[src/rtl/snn_seq_pkg.sv]
// Shared types and constants for the SNN layer-chain sequencer.
// Layer indices follow the physical chain order: conv -> LIF -> maxpool -> fc.
package snn_seq_pkg;

    typedef enum logic [2:0] {
        IDLE,
        ISSUE,
        WAIT,
        FINISH,
        ERROR
    } seq_state_t;

    localparam int LAYER_CONV = 0;
    localparam int LAYER_LIF  = 1;
    localparam int LAYER_MP   = 2;
    localparam int LAYER_FC   = 3;

    localparam int DEF_NUM_LAYERS = 4;
    localparam int DEF_IDX_W      = 2;
    localparam int DEF_TS_W       = 8;
    localparam int DEF_TO_W       = 20;

endpackage

[src/rtl/snn_rise_detect.sv]
// Registered rising-edge detector; the previous level is captured every cycle
// regardless of what the consumer is doing with the result.
module snn_rise_detect #(
    parameter int WIDTH = 4
) (
    input  logic             clk,
    input  logic             reset,
    input  logic [WIDTH-1:0] level,
    output logic [WIDTH-1:0] rise
);

    logic [WIDTH-1:0] level_prev;

    always_ff @(posedge clk) begin
        if (reset) begin
            level_prev <= '0;
        end else begin
            level_prev <= level;
        end
    end

    assign rise = level & ~level_prev;

endmodule

[src/rtl/snn_layer_sequencer.sv]
// Per-channel scheduler for the conv -> LIF -> maxpool -> fc chain: start pulses,
// done-edge tracking, inter-layer buffer hand-off, timestep loop and watchdog.
module snn_layer_sequencer
    import snn_seq_pkg::*;
#(
    parameter int NUM_LAYERS = DEF_NUM_LAYERS,
    parameter int IDX_W      = DEF_IDX_W,
    parameter int TS_W       = DEF_TS_W,
    parameter int TO_W       = DEF_TO_W
) (
    input  logic                  clk,
    input  logic                  reset,
    input  logic                  start,
    input  logic                  abort,
    input  logic [TS_W-1:0]       num_timesteps,
    input  logic [TO_W-1:0]       timeout_cycles,
    input  logic [NUM_LAYERS-1:0] layer_done,
    output logic [NUM_LAYERS-1:0] layer_start,
    output logic [NUM_LAYERS-2:0] buf_sel,
    output logic                  busy,
    output logic                  run_done,
    output logic [TS_W-1:0]       timestep,
    output logic [IDX_W-1:0]      cur_layer,
    output logic                  error,
    output logic [IDX_W-1:0]      err_layer
);

    localparam logic [IDX_W-1:0] LAST_LAYER = IDX_W'(NUM_LAYERS - 1);

    seq_state_t            state;
    seq_state_t            state_next;
    logic [NUM_LAYERS-1:0] done_rise;
    logic [IDX_W-1:0]      cur_layer_q;
    logic [TS_W-1:0]       timestep_q;
    logic [TS_W-1:0]       num_ts_q;
    logic [TO_W-1:0]       timeout_q;
    logic [TO_W-1:0]       wd_cnt;
    logic [TO_W-1:0]       wd_next;
    logic [NUM_LAYERS-2:0] buf_sel_q;
    logic                  error_q;
    logic [IDX_W-1:0]      err_layer_q;
    logic [TS_W:0]         ts_inc;
    logic                  cur_rise;
    logic                  is_last;
    logic                  more_ts;
    logic                  wd_hit;
    logic                  abort_hit;

    snn_rise_detect #(
        .WIDTH(NUM_LAYERS)
    ) u_done_edge (
        .clk  (clk),
        .reset(reset),
        .level(layer_done),
        .rise (done_rise)
    );

    assign cur_rise  = done_rise[cur_layer_q];
    assign is_last   = (cur_layer_q == LAST_LAYER);
    assign ts_inc    = {1'b0, timestep_q} + (TS_W + 1)'(1);
    assign more_ts   = (ts_inc < {1'b0, num_ts_q});
    assign wd_next   = wd_cnt + TO_W'(1);
    assign wd_hit    = (timeout_q != '0) && (wd_next == timeout_q);
    assign abort_hit = abort && (state != IDLE);

    always_ff @(posedge clk) begin
        if (reset) begin
            state <= IDLE;
        end else begin
            state <= state_next;
        end
    end

    // A done edge on the awaited layer beats a watchdog expiry in the same cycle.
    always_comb begin
        state_next = state;
        if (abort_hit) begin
            state_next = IDLE;
        end else begin
            case (state)
                IDLE, ERROR: begin
                    if (start) begin
                        state_next = (num_timesteps != '0) ? ISSUE : FINISH;
                    end
                end
                ISSUE:  state_next = WAIT;
                WAIT: begin
                    if (cur_rise) begin
                        state_next = (is_last && !more_ts) ? FINISH : ISSUE;
                    end else if (wd_hit) begin
                        state_next = ERROR;
                    end
                end
                FINISH:  state_next = IDLE;
                default: state_next = IDLE;
            endcase
        end
    end

    always_comb begin
        layer_start = '0;
        busy        = 1'b0;
        run_done    = 1'b0;
        case (state)
            ISSUE: begin
                layer_start[cur_layer_q] = 1'b1;
                busy                     = 1'b1;
            end
            WAIT:    busy     = 1'b1;
            FINISH:  run_done = 1'b1;
            default: ;
        endcase
    end

    // A new run starts with every buffer owned by its producer.
    always_ff @(posedge clk) begin
        if (reset) begin
            cur_layer_q <= IDX_W'(LAYER_CONV);
            timestep_q  <= '0;
            num_ts_q    <= '0;
            timeout_q   <= '0;
            wd_cnt      <= '0;
            buf_sel_q   <= '0;
            error_q     <= 1'b0;
            err_layer_q <= '0;
        end else if (abort_hit) begin
            buf_sel_q <= '0;
        end else begin
            case (state)
                IDLE, ERROR: begin
                    if (start && (num_timesteps != '0)) begin
                        num_ts_q    <= num_timesteps;
                        timeout_q   <= timeout_cycles;
                        timestep_q  <= '0;
                        cur_layer_q <= IDX_W'(LAYER_CONV);
                        buf_sel_q   <= '0;
                        error_q     <= 1'b0;
                    end
                end
                ISSUE: begin
                    wd_cnt <= '0;
                    if (cur_layer_q == IDX_W'(LAYER_CONV)) begin
                        if (timestep_q != '0) begin
                            buf_sel_q <= '0;
                        end
                    end else begin
                        for (int k = 0; k < NUM_LAYERS - 1; k++) begin
                            if (cur_layer_q == IDX_W'(k + 1)) begin
                                buf_sel_q[k] <= 1'b1;
                            end
                        end
                    end
                end
                WAIT: begin
                    wd_cnt <= wd_next;
                    if (cur_rise) begin
                        if (!is_last) begin
                            cur_layer_q <= cur_layer_q + IDX_W'(1);
                        end else if (more_ts) begin
                            timestep_q  <= ts_inc[TS_W-1:0];
                            cur_layer_q <= IDX_W'(LAYER_CONV);
                        end
                    end else if (wd_hit) begin
                        error_q     <= 1'b1;
                        err_layer_q <= cur_layer_q;
                    end
                end
                default: ;
            endcase
        end
    end

    assign buf_sel   = buf_sel_q;
    assign timestep  = timestep_q;
    assign cur_layer = cur_layer_q;
    assign error     = error_q;
    assign err_layer = err_layer_q;

endmodule

[config.mk]
export PLATFORM = sky130hd
export DESIGN_NAME = snn_layer_sequencer
export DESIGN_NICKNAME = d
export VERILOG_FILES = /design/src/rtl/snn_seq_pkg.sv /design/src/rtl/snn_rise_detect.sv /design/src/rtl/snn_layer_sequencer.sv
export SDC_FILE = /design/constraint.sdc
export NUM_CORES = 1
export LEC_CHECK = 0
export ABC_AREA = 0
export CAP_MARGIN = 20
export CELL_PAD_IN_SITES_DETAIL_PLACEMENT = 0
export CELL_PAD_IN_SITES_GLOBAL_PLACEMENT = 1
export CORE_MARGIN = 2
export CORE_UTILIZATION = 45
export CTS_BUF_LIST = sky130_fd_sc_hd__clkbuf_4 sky130_fd_sc_hd__clkbuf_8 sky130_fd_sc_hd__clkbuf_16
export CTS_CLUSTER_SIZE = 40
export DETAILED_ROUTE_END_ITERATION = 7
export PLACE_DENSITY_LB_ADDON = 0.12
export SETUP_SLACK_MARGIN = 0.02
export SKIP_CTS_REPAIR_TIMING = 1
export SLEW_MARGIN = 40
export SYNTH_ARGS = -nofsm -noshare
export SYNTH_HDL_FRONTEND = slang
export SYNTH_HIERARCHICAL = 1
export SYNTH_SLANG_ARGS = --single-unit
[constraint.sdc]
create_clock -name clk -period 7.48 [get_ports clk]
set_clock_uncertainty 0.15 [all_clocks]
set_input_delay 1.496 -clock clk [delete_from_list [all_inputs] [get_ports clk]]
set_output_delay 1.496 -clock clk [all_outputs]
set_load 0.005 [all_outputs]
# == After elaboration in Yosys (flattened, before gate mapping) ==
# Cells that the tools add are included.
# op_classes
add_sub_neg,3
reduce_logical,28
n_lt_le_gt_ge,3
bitwise_logic,4
muxes,35
n_eq_ne,21
# ops
cell,n
case mux 20 bit (2 select lines),1
2-to-1 mux 8 bit,4
"adder 20 x 1 -> 20 bit, second input constant",1
== test 20 bit,1
nonzero test 20 bit,1
2-to-1 mux 3 bit,6
"!= test 3 bit, second input constant",6
case mux 8 bit (2 select lines),1
AND reduction 4 bit,4
nonzero test 8 bit,2
"!= test 2 bit, second input constant",7
2-to-1 mux 2 bit,6
2-to-1 mux 1 bit,10
AND reduction 5 bit,2
"adder 8 x 1 -> 9 bit, second input constant",1
less-than comparator 9 x 8 -> 1 bit,1
case mux 3 bit (3 select lines),1
"== test 3 x 2 -> 1 bit, second input constant",2
case mux 3 bit (2 select lines),1
AND reduction 6 bit,1
nonzero test 2 bit,3
OR reduction 2 bit,3
logical AND 1 bit,5
bitwise AND 4 bit,1
20 further kinds,23
# word_totals
input_bits,36
regBits,71
output_inout_bits,22
word_cells,106

# == Logic depth before layout (Yosys ltp) ==
# depth
depth_word,7
mapped_depth,13
mapped_depth_nobuf,11

# == By module ==
# The synthesis kept the hierarchy.
# modules_own_cells
mod,n_inst,seq_area_each_um2,cells_per_inst,area_per_inst_um2
snn_layer_sequencer,1,1341.3,510,4165.2
snn_rise_detect,1,80.1,12,140.1

# == Worst setup path before layout ==
# OpenSTA, ideal clock, no wires.
# synth_timing
kind,input to register
start,input port num_timesteps[3]
end,register num_ts_q[0]
t_required_ns,7.202
arrival_ns,3.107
stages,6
slack_ns,4.096
path_buffers,2
setup_ns,0.128
cell_sequence,or4_1 > o211ai_1 > buf_2 > buf_2 > mux2i_1 > nor2_1
# synth_via
elab_chain_len,3
# synth_rtl
item,line,source
from (decl),snn_layer_sequencer.sv:15,"input logic [TS_W-1:0] num_timesteps,"
nonzero test 8 bit,snn_layer_sequencer.sv:131,if (start && (num_timesteps != '0)) begin
logical AND 1 bit,snn_layer_sequencer.sv:131,
AND reduction 3 bit (no line),--,
to (signal assigned),snn_layer_sequencer.sv:132,num_ts_q <= num_timesteps;
to (decl),snn_layer_sequencer.sv:35,logic [TS_W-1:0] num_ts_q;
# No other way between the ends.
# A chain may end at the register's enable or synchronous reset.

# == Worst setup path after layout ==
# layout_timing
start,input port layer_done[3]
end,register timestep_q[5] (netlist: timestep[5])
# layout_via
elab_chain_len,5
# layout_rtl
item,line,source
from (decl),snn_layer_sequencer.sv:17,"input logic [NUM_LAYERS-1:0] layer_done,"
bitwise AND 4 bit,snn_rise_detect.sv:22,assign rise = level & ~level_prev;
named net done_rise[3],snn_layer_sequencer.sv:32,logic [NUM_LAYERS-1:0] done_rise;
binary-select mux 1 bit (select 2 bit),snn_layer_sequencer.sv:58,assign cur_rise = done_rise[cur_layer_q];
2-to-1 mux 1 bit (implied by the code),snn_layer_sequencer.sv:58,
!= test 2 bit (no line),--,
AND reduction 6 bit (no line),--,
to (signal assigned),snn_layer_sequencer.sv:160,timestep_q <= ts_inc[TS_W-1:0];
to (decl),snn_layer_sequencer.sv:34,logic [TS_W-1:0] timestep_q;
# The timed path passes the listed nets, and every way through them passes these cells. The select of a mux whose other input is x is not followed.

==> summary.md <==
| Metric | Value |
|---|---|
| Gpl congestion | `0.813` |
| Global-route wire length before repair | `around 17,000 um` |
| Vias per cell | `roughly 5.5` |
| # setup viols final | `0` |
| WP data required | `about 7.5 ns` |
| Setup CP Type | `input pin to flop` |
| CTS Buf Count | `9` |
| TritonCTS clock tree | `yes` |
| Syn Std Cell Area | `4310 um^2` |
| Clk Tree Root Cell | `clkbuf_8` |
| DP Wirelength | `approximately 7500 um` |
| Outcome | `complete, no violations` |
| H-tree depth | `3` |
| Routed WL | `10,300 um` |
| HP Class | `flop to flop` |
| Finished Cell Area | `5070 um^2` |
| Total Routing Usage GR | `0.210` |
| CTS Sinks | `71` |
| Critical Path Sink Type | `flop` |
| Total chip power | `slightly above 800 uW` |
| Clk_lat worst skew | `0.35 ns` |
| Most common cell after layout, fill and taps aside | `dfxtp_1` |
| CP cell instances | `clkdlybuf4s50_1 -> nor2b_2 -> mux4_2 -> o2bb2ai_1 -> nor2_1 -> and3_1 -> nand3b_1 -> a21oi_1` |
| Fmax | `259 MHz` |
| Final Hold Fails | `0` |
| WP data arrival | `~3.9 ns` |
| Die W | `slightly above 100 um` |
| Routed len/inst | `14.9 um` |
| P_leak | `just under 0.002 uW` |
| # DRC | `0` |
| Setup TNS Final | `0 ns` |
| Nets | `approximately 610` |
| Commonest non-fill, non-tap cells in the layout | `dfxtp_1, nor2_1, clkdlybuf4s50_1, nand2_1, a21oi_1` |
| Starting Density | `0.466` |
| CP max stage delay | `~0.62 ns` |
| Slew at the pin with the worst max-slew slack | `approximately 0.72 ns` |
| PortBufs | `57` |
| Vias post-DR | `around 3,800` |
| Unique masters post-synth | `between 60 and 70` |
| Ant diodes | `0` |
| Synth Register Bits | `71` |
| Die Span Y | `roughly 100 um` |
| Area after DPL | `just under 5000 um^2` |
| Initial antenna violation count | `0` |
| Slew Viols, Final | `0` |
| Pwr per Cell Area | `164 nW/um^2` |
| Type of origin of the critical path | `input pin` |
| Clock-pin transition on the worst setup and hold timing paths | `about 0.07 ns` |
| Synthesis-to-layout area growth | `17.8%` |
| Post-synth EDFFs | `0` |
| Post-synthesis instance total | `522` |
| Synth warn | `6` |
| RSZ-0062 raised after global routing | `no` |
| Largest net degree at the start of global routing | `70` |
| Slowest library cell on the worst path | `o2bb2ai_1` |
| Core footprint | `9240 um^2` |
| Synth top area share | `0.330` |
| Core Util, Final | `0.549` |
| Ys flop type | `dfxtp_1` |
| CP bufs+invs | `1` |
| ANT nets after route | `0` |
| Crit share post-route | `0.517` |
| DR iter-0 viols | `around 200` |
| CTS max path bufs | `2` |
| Num rows | `35` |
| Final hold slack | `0.321 ns` |
| Post-synth top area cell | `dfxtp_1` |
| Vias in the first global route | `between 3,000 and 4,000` |
| Die area | `approximately 10,000 um^2` |
| Min cycle time layout | `3.87 ns` |
| First drt pass iteration count | `5` |
| Top Ports | `between 50 and 60` |
| Area contributors post-synth | `dfxtp_1, mux2i_1, nor2_1` |
| Async set-reset flop share out of synthesis | `0` |
| Mapped Nets | `~570` |
| Worst-path maximum fanout | `11` |
| Max-slew headroom at the worst pin | `0.518` |
| Syn Area/Cell | `8.25 um^2` |
| Max_cap viols | `0` |
| Share of cells above drive strength 1 | `0.0766` |
| Maximum vdd drop | `around 76 uV` |
| Sequential area share after synthesis | `0.330` |
| Cell family with most CP delay | `simple AND/OR/NAND/NOR gates` |
| GRT overflow | `0` |
state kept, by name (all words and copies together), names as in the netlist:
signal,cells
timeout_q,20
wd_cnt,20
num_ts_q,8
timestep,8
u_done_edge/level_prev,4
buf_sel,3
state,3
cur_layer,2
err_layer,2
error,1
cells by family after synthesis:
family,synth area share
AO/OA/AOI/OAI,0.151
adder cells (fa/ha/maj),0.0407
multiplexers,0.0750
buffers and inverters,0.0596
XOR/XNOR,0.0692
AND/OR/NAND/NOR,0.274
flip-flops,0.330
through the flow:
stage          cells  setup WS, ns
2_1_floorplan    522          4.10
3_3_place_gp     677          3.28
3_5_place_dp     677          3.27
4_1_cts          690          3.62
5_1_grt          690          3.43
6_report         690          3.61
path summary, 6_finish.rpt:
kind / startpoint / endpoint / slack (ns) / depth (start not counted)
max: layer_done[3] / timestep[5]$_SDFFE_PP0P_ / 3.61 / 8
min: buf_sel[0]$_SDFFE_PP0P_ / buf_sel[0]$_SDFFE_PP0P_ / 0.32 / 2
max reg2reg: timestep[0]$_SDFFE_PP0P_ / timestep[5]$_SDFFE_PP0P_ / 4.18 / 11
min reg2reg: buf_sel[0]$_SDFFE_PP0P_ / buf_sel[0]$_SDFFE_PP0P_ / 0.32 / 2
power by group:
group	leakage (uW)	switching, uW	internal, uW
logic	0.00128	59.9	59.3
clock network	0.0000978	135	171
registers	0.000578	14.5	391
total	0.00195	210	621
worst reg2reg max path: cells and delay by family, from the launching register on:
kind	cells	cell delay [ns]
adder cells (fa/ha/maj)	2	0.62
AND/OR/NAND/NOR	5	1.09
flip-flops	1	0.42
AO/OA/AOI/OAI	3	0.78
XOR/XNOR	1	0.16
area by class of cell:
class | count | area, um^2
clock buffer | 12 | 159
clock inverter | 1 | 30.0
inverter | 19 | 71.3
tap | 129 | 161
multi-input combinational | 399 | 2650
fill | 895 | 4170
sequential | 71 | 1420
timing repair buffer | 59 | 581
Yosys cell counts, drive strengths merged (3+ instances only):
master  instances
nor2           64
xnor2          22
inv            19
clkbuf         22
or2             3
nand4          13
nand2b          4
nor3b           4
or2b            3
nand3b          6
nand2          36
and2            8
nor3           14
or3             5
o22ai           3
nor2b          11
a21oi          31
and3            8
o211ai          4
xor2           12
nor4           15
a211oi          4
mux2i          30
ha             14
buf             9
or4             7
dfxtp          71
o21ai          27
nand3          10
o21a            4
a31oi          13
layer usage:
layer | vias up | part of all wire | GRT usage | wire length [um]
met5 | - | 0 | 0 | 0
met1 | 1767 | 0.52 | 0.311 | 5330
met4 | 0 | 0.0099 | 0.0687 | 102
met3 | 9 | 0.051 | 0.0315 | 525
li1 | 1938 | - | - | -
met2 | 88 | 0.42 | 0.314 | 4330
Note: power is estimated with default switching activity, not from simulation.
==> RTL change 1 (config.mk and constraints unchanged) <==
Reset style: asynchronous (`reset`), changed in 3 clocked blocks.
--- a/src/rtl/snn_rise_detect.sv
+++ b/src/rtl/snn_rise_detect.sv
@@ -11,7 +11,7 @@
 
     logic [WIDTH-1:0] level_prev;
 
-    always_ff @(posedge clk) begin
+    always_ff @(posedge clk or posedge reset) begin
         if (reset) begin
             level_prev <= '0;
         end else begin
--- a/src/rtl/snn_layer_sequencer.sv
+++ b/src/rtl/snn_layer_sequencer.sv
@@ -63,7 +63,7 @@
     assign wd_hit    = (timeout_q != '0) && (wd_next == timeout_q);
     assign abort_hit = abort && (state != IDLE);
 
-    always_ff @(posedge clk) begin
+    always_ff @(posedge clk or posedge reset) begin
         if (reset) begin
             state <= IDLE;
         end else begin
@@ -113,7 +113,7 @@
     end
 
     // A new run starts with every buffer owned by its producer.
-    always_ff @(posedge clk) begin
+    always_ff @(posedge clk or posedge reset) begin
         if (reset) begin
             cur_layer_q <= IDX_W'(LAYER_CONV);
             timestep_q  <= '0;
Behaviour: differs if reset is asserted again (counterexample within 4 cycles, from zero or initial values and one cycle with reset high); with reset held inactive, the same outputs for 10 cycles.
==> RTL change 1 against the unedited design <==
Area after synthesis is 0.90% higher; routed wire length is 2.3% lower; setup slack better by 0.080 ns; highest routed layer unchanged; critical path depth stayed put; sequential cell count stayed put; final area is 2.7% higher.
Power is not compared: it rests on default switching activity, and its combinational part moved more than twofold at a synthesized area within 25%.
==> RTL change 1: results <==
set metrics [dict create \
    status "finished, final reports clean" \
    nets 543 \
    fillCellCount 868 \
    met1_length_mm 5.10 \
    grt_pass1_vias 3387 \
    num_vias 3450 \
    crit_family "simple AND/OR/NAND/NOR gates" \
    grt_pass1_wl_mm 16.8 \
    wl_met3_um 463 \
    worst_path_max_delay_cell "or4_1" \
    postSynth.asyncResetShare_pct 100 \
    place_congestion 0.782 \
    drt-pass1-iter-count 4 \
    ys_top_cells_by_count "71 x dfrtp_1, 42 x nand2_1, 41 x o21ai_0" \
    ys_types 60 \
    syn_nets 492 \
    yosysSeqAreaShare_pct 40.9 \
    yosys-top-cells-area "dfrtp_1 41%, mux2_2 5.4%, o21ai_0 4.7%" \
    relSlewSlack_pct 55.3 \
    cp.arrival_ns 3.87 \
    grt_max_degree 68 \
    place_area_um2 5010 \
    wl_met2_mm 4.44 \
    drt_iter0_markers 212 \
    grt.total_usage_pct 20.6 \
]
==> RTL change 1: cell families (layout without fill, tap and decap cells) <==
kind of cell    after synthesis  after routing  synth area share, %
simple gates                159            159                 21.8
compound gates               97             97                 14.4
flops                        71             71                 40.9
buf+inv                      37             93                 4.12
xor+xnor                     33             33                 6.65
mux                          31             31                 8.09
fa+ha+maj                    14             14                 4.03
==> RTL change 1: final cells by class <==
type                    instances  share of cell area [%]
repair buffers                 60                    11.7
inverters                      17                    1.22
flip-flops and latches         71                    34.1
well taps                     129                    3.10
clock buffers                   9                    2.38
multi-input cells             334                    46.1
clock inverters                 7                    1.37
==> RTL change 1: where the power goes <==
| part | total (uW) | switching [uW] | internal, uW |
|---|---|---|---|
| logic | 494 | 243 | 251 |
| clock network | 308 | 154 | 154 |
| registers | 579 | 105 | 473 |
==> RTL change 1: metal layers <==
layer	track usage, %	vias up
met5	0	-
met2	31.6	74
met3	4.10	2
met1	29.8	1701
met4	5.85	0
li1	-	1673
==> RTL change 1: metrics by stage <==
step                setup slack [ns]  cells  hold slack (ns)  utilization [%]  power (uW)
floorplan                       4.12    442            0.316                -         918
global placement                3.45    609            0.336             53.6        1050
detailed placement              3.38    611            0.342             54.0        1080
CTS                             3.73    627            0.361             56.1        1390
global route                    3.56    627            0.380             56.1        1480
finish                          3.69    627            0.358             56.1        1380
==> RTL change 1: path summary, 6_finish.rpt <==
check                                      start                         to  slack [ns]
max in group asynchronous                  reset                timestep[7]        5.24
worst max register to register       timestep[0]                timestep[7]        4.21
min in group asynchronous                  reset  u_done_edge/level_prev[2]        1.23
worst min-delay path                  wd_cnt[19]                 wd_cnt[19]        0.36
worst max-delay path            num_timesteps[5]                timestep[7]        3.69
worst min register to register        wd_cnt[19]                 wd_cnt[19]        0.36
==> RTL change 2 (same flow settings) <==
Made on the original files. Set the package constant `DEF_NUM_LAYERS` to 5 (it was 4).
--- a/src/rtl/snn_seq_pkg.sv
+++ b/src/rtl/snn_seq_pkg.sv
@@ -15,7 +15,7 @@
     localparam int LAYER_MP   = 2;
     localparam int LAYER_FC   = 3;
 
-    localparam int DEF_NUM_LAYERS = 4;
+    localparam int DEF_NUM_LAYERS = 5;
     localparam int DEF_IDX_W      = 2;
     localparam int DEF_TS_W       = 8;
     localparam int DEF_TO_W       = 20;
Interface: changed (resized buf_sel, layer_done and layer_start); port bits go from 58 to 61. The function was not compared with the original's and may differ.
==> RTL change 2 against the unedited design <==
Non-clock buffer count is 1 lower; routed wire length grew 2.3%; combinational power rose by 22%; via count up 5.2%; final area is 0.27% higher; power rose by 5.9%; sequential cell count unchanged; core utilization rose by 0.15 points; area after synthesis down 0.90%; setup slack worse by 0.033 ns; worst hold slack got worse by 0.017 ns; largest cell class unchanged.
==> RTL change 2: results <==
set metrics [dict create \
    clk_pin_slew_ns 0.08 \
    dp_cells 703 \
    syn_inst 548 \
    antenna_found_initial 0 \
    clockBufferDepth 2 \
    power.leakage_uw 0.00192 \
    max-vdd-ir-drop_mv 0.0888 \
    crit_family "simple AND/OR/NAND/NOR gates" \
    stdcell_area_um2 5090 \
    cellInternalPower_uw 632 \
    place_congestion 0.839 \
    grt.total_usage_pct 21.6 \
    n_antenna_cell 0 \
    slowest_delay_ns 0.67 \
    hold_path.class "reg2reg" \
    port-buffer-count 57 \
    grt_pass1_wl_mm 17.9 \
    status "finished, final reports clean" \
    dp_hpwl_mm 7.47 \
    wl_mm 10.5 \
    nets 637 \
    crit_fanout 9 \
    grt_max_degree 68 \
    worst_path_max_delay_cell "nor3b_1" \
    vias_per_cell 5.56 \
    clk_latency_ns 0.35 \
    cts_buffers 9 \
    grt_pass1_vias 3789 \
    place_ws_ns 3.64 \
    relSlewSlack_pct 49.5 \
    wl_per_cell_um 14.6 \
    reg_top3 "timeout_q: 20 flops, wd_cnt: 20 flops" \
    drt_iter0_markers 183 \
    htree_levels 3 \
    root_buffer "clkbuf_8" \
    cp.arrival_ns 2.25 \
    fillCellCount 908 \
    yosysWarnings 6 \
    place_area_um2 4870 \
    drt-pass1-iter-count 5 \
    drive_above_1_share_pct 7.12 \
]
RTL change 2: cell type report:
cell class | count | area share, %
flip-flops and latches | 71 | 27.9
clock inverters | 4 | 1.06
multi-input cells | 430 | 52.3
clock buffers | 12 | 3.12
inverters | 15 | 1.11
well taps | 129 | 3.17
repair buffers | 58 | 11.3
RTL change 2: worst paths after layout:
| path | from | end | slack (ns) | cells past startpoint |
|---|---|---|---|---|
| worst min-delay path | error | error | 0.30 | 2 |
| worst max-delay path | state[0] | layer_start[0] | 3.58 | 3 |
| worst min register to register | error | error | 0.30 | 2 |
| worst max register to register | timestep[0] | timestep[3] | 3.68 | 11 |
RTL change 2: per-layer routing:
layer | global-route usage (%) | vias to the layer above | share of wire [%]
met5 | 0 | - | 0
met4 | 7.38 | 0 | 1.5
met3 | 3.04 | 13 | 3.4
met2 | 36.9 | 80 | 49
met1 | 27.9 | 1893 | 46
li1 | - | 2015 | -
RTL change 2: worst register-to-register path, delay by kind of cell, from the launching register on:
kind	cells	cell delay, ns
AO/OA/AOI/OAI	4	0.93
flip-flops	1	0.46
AND/OR/NAND/NOR	4	1.46
XOR/XNOR	1	0.18
adder cells (fa/ha/maj)	2	0.54
RTL change 2: power by group through the flow:
stage | sequential, uW | clock, uW | combinational, uW
2_1_floorplan | 409 | 0 | 100
3_5_place_dp | 415 | 0 | 146
5_1_grt | 408 | 351 | 164
6_report | 406 | 328 | 145
4_1_cts | 406 | 336 | 146
3_3_place_gp | 414 | 0 | 143
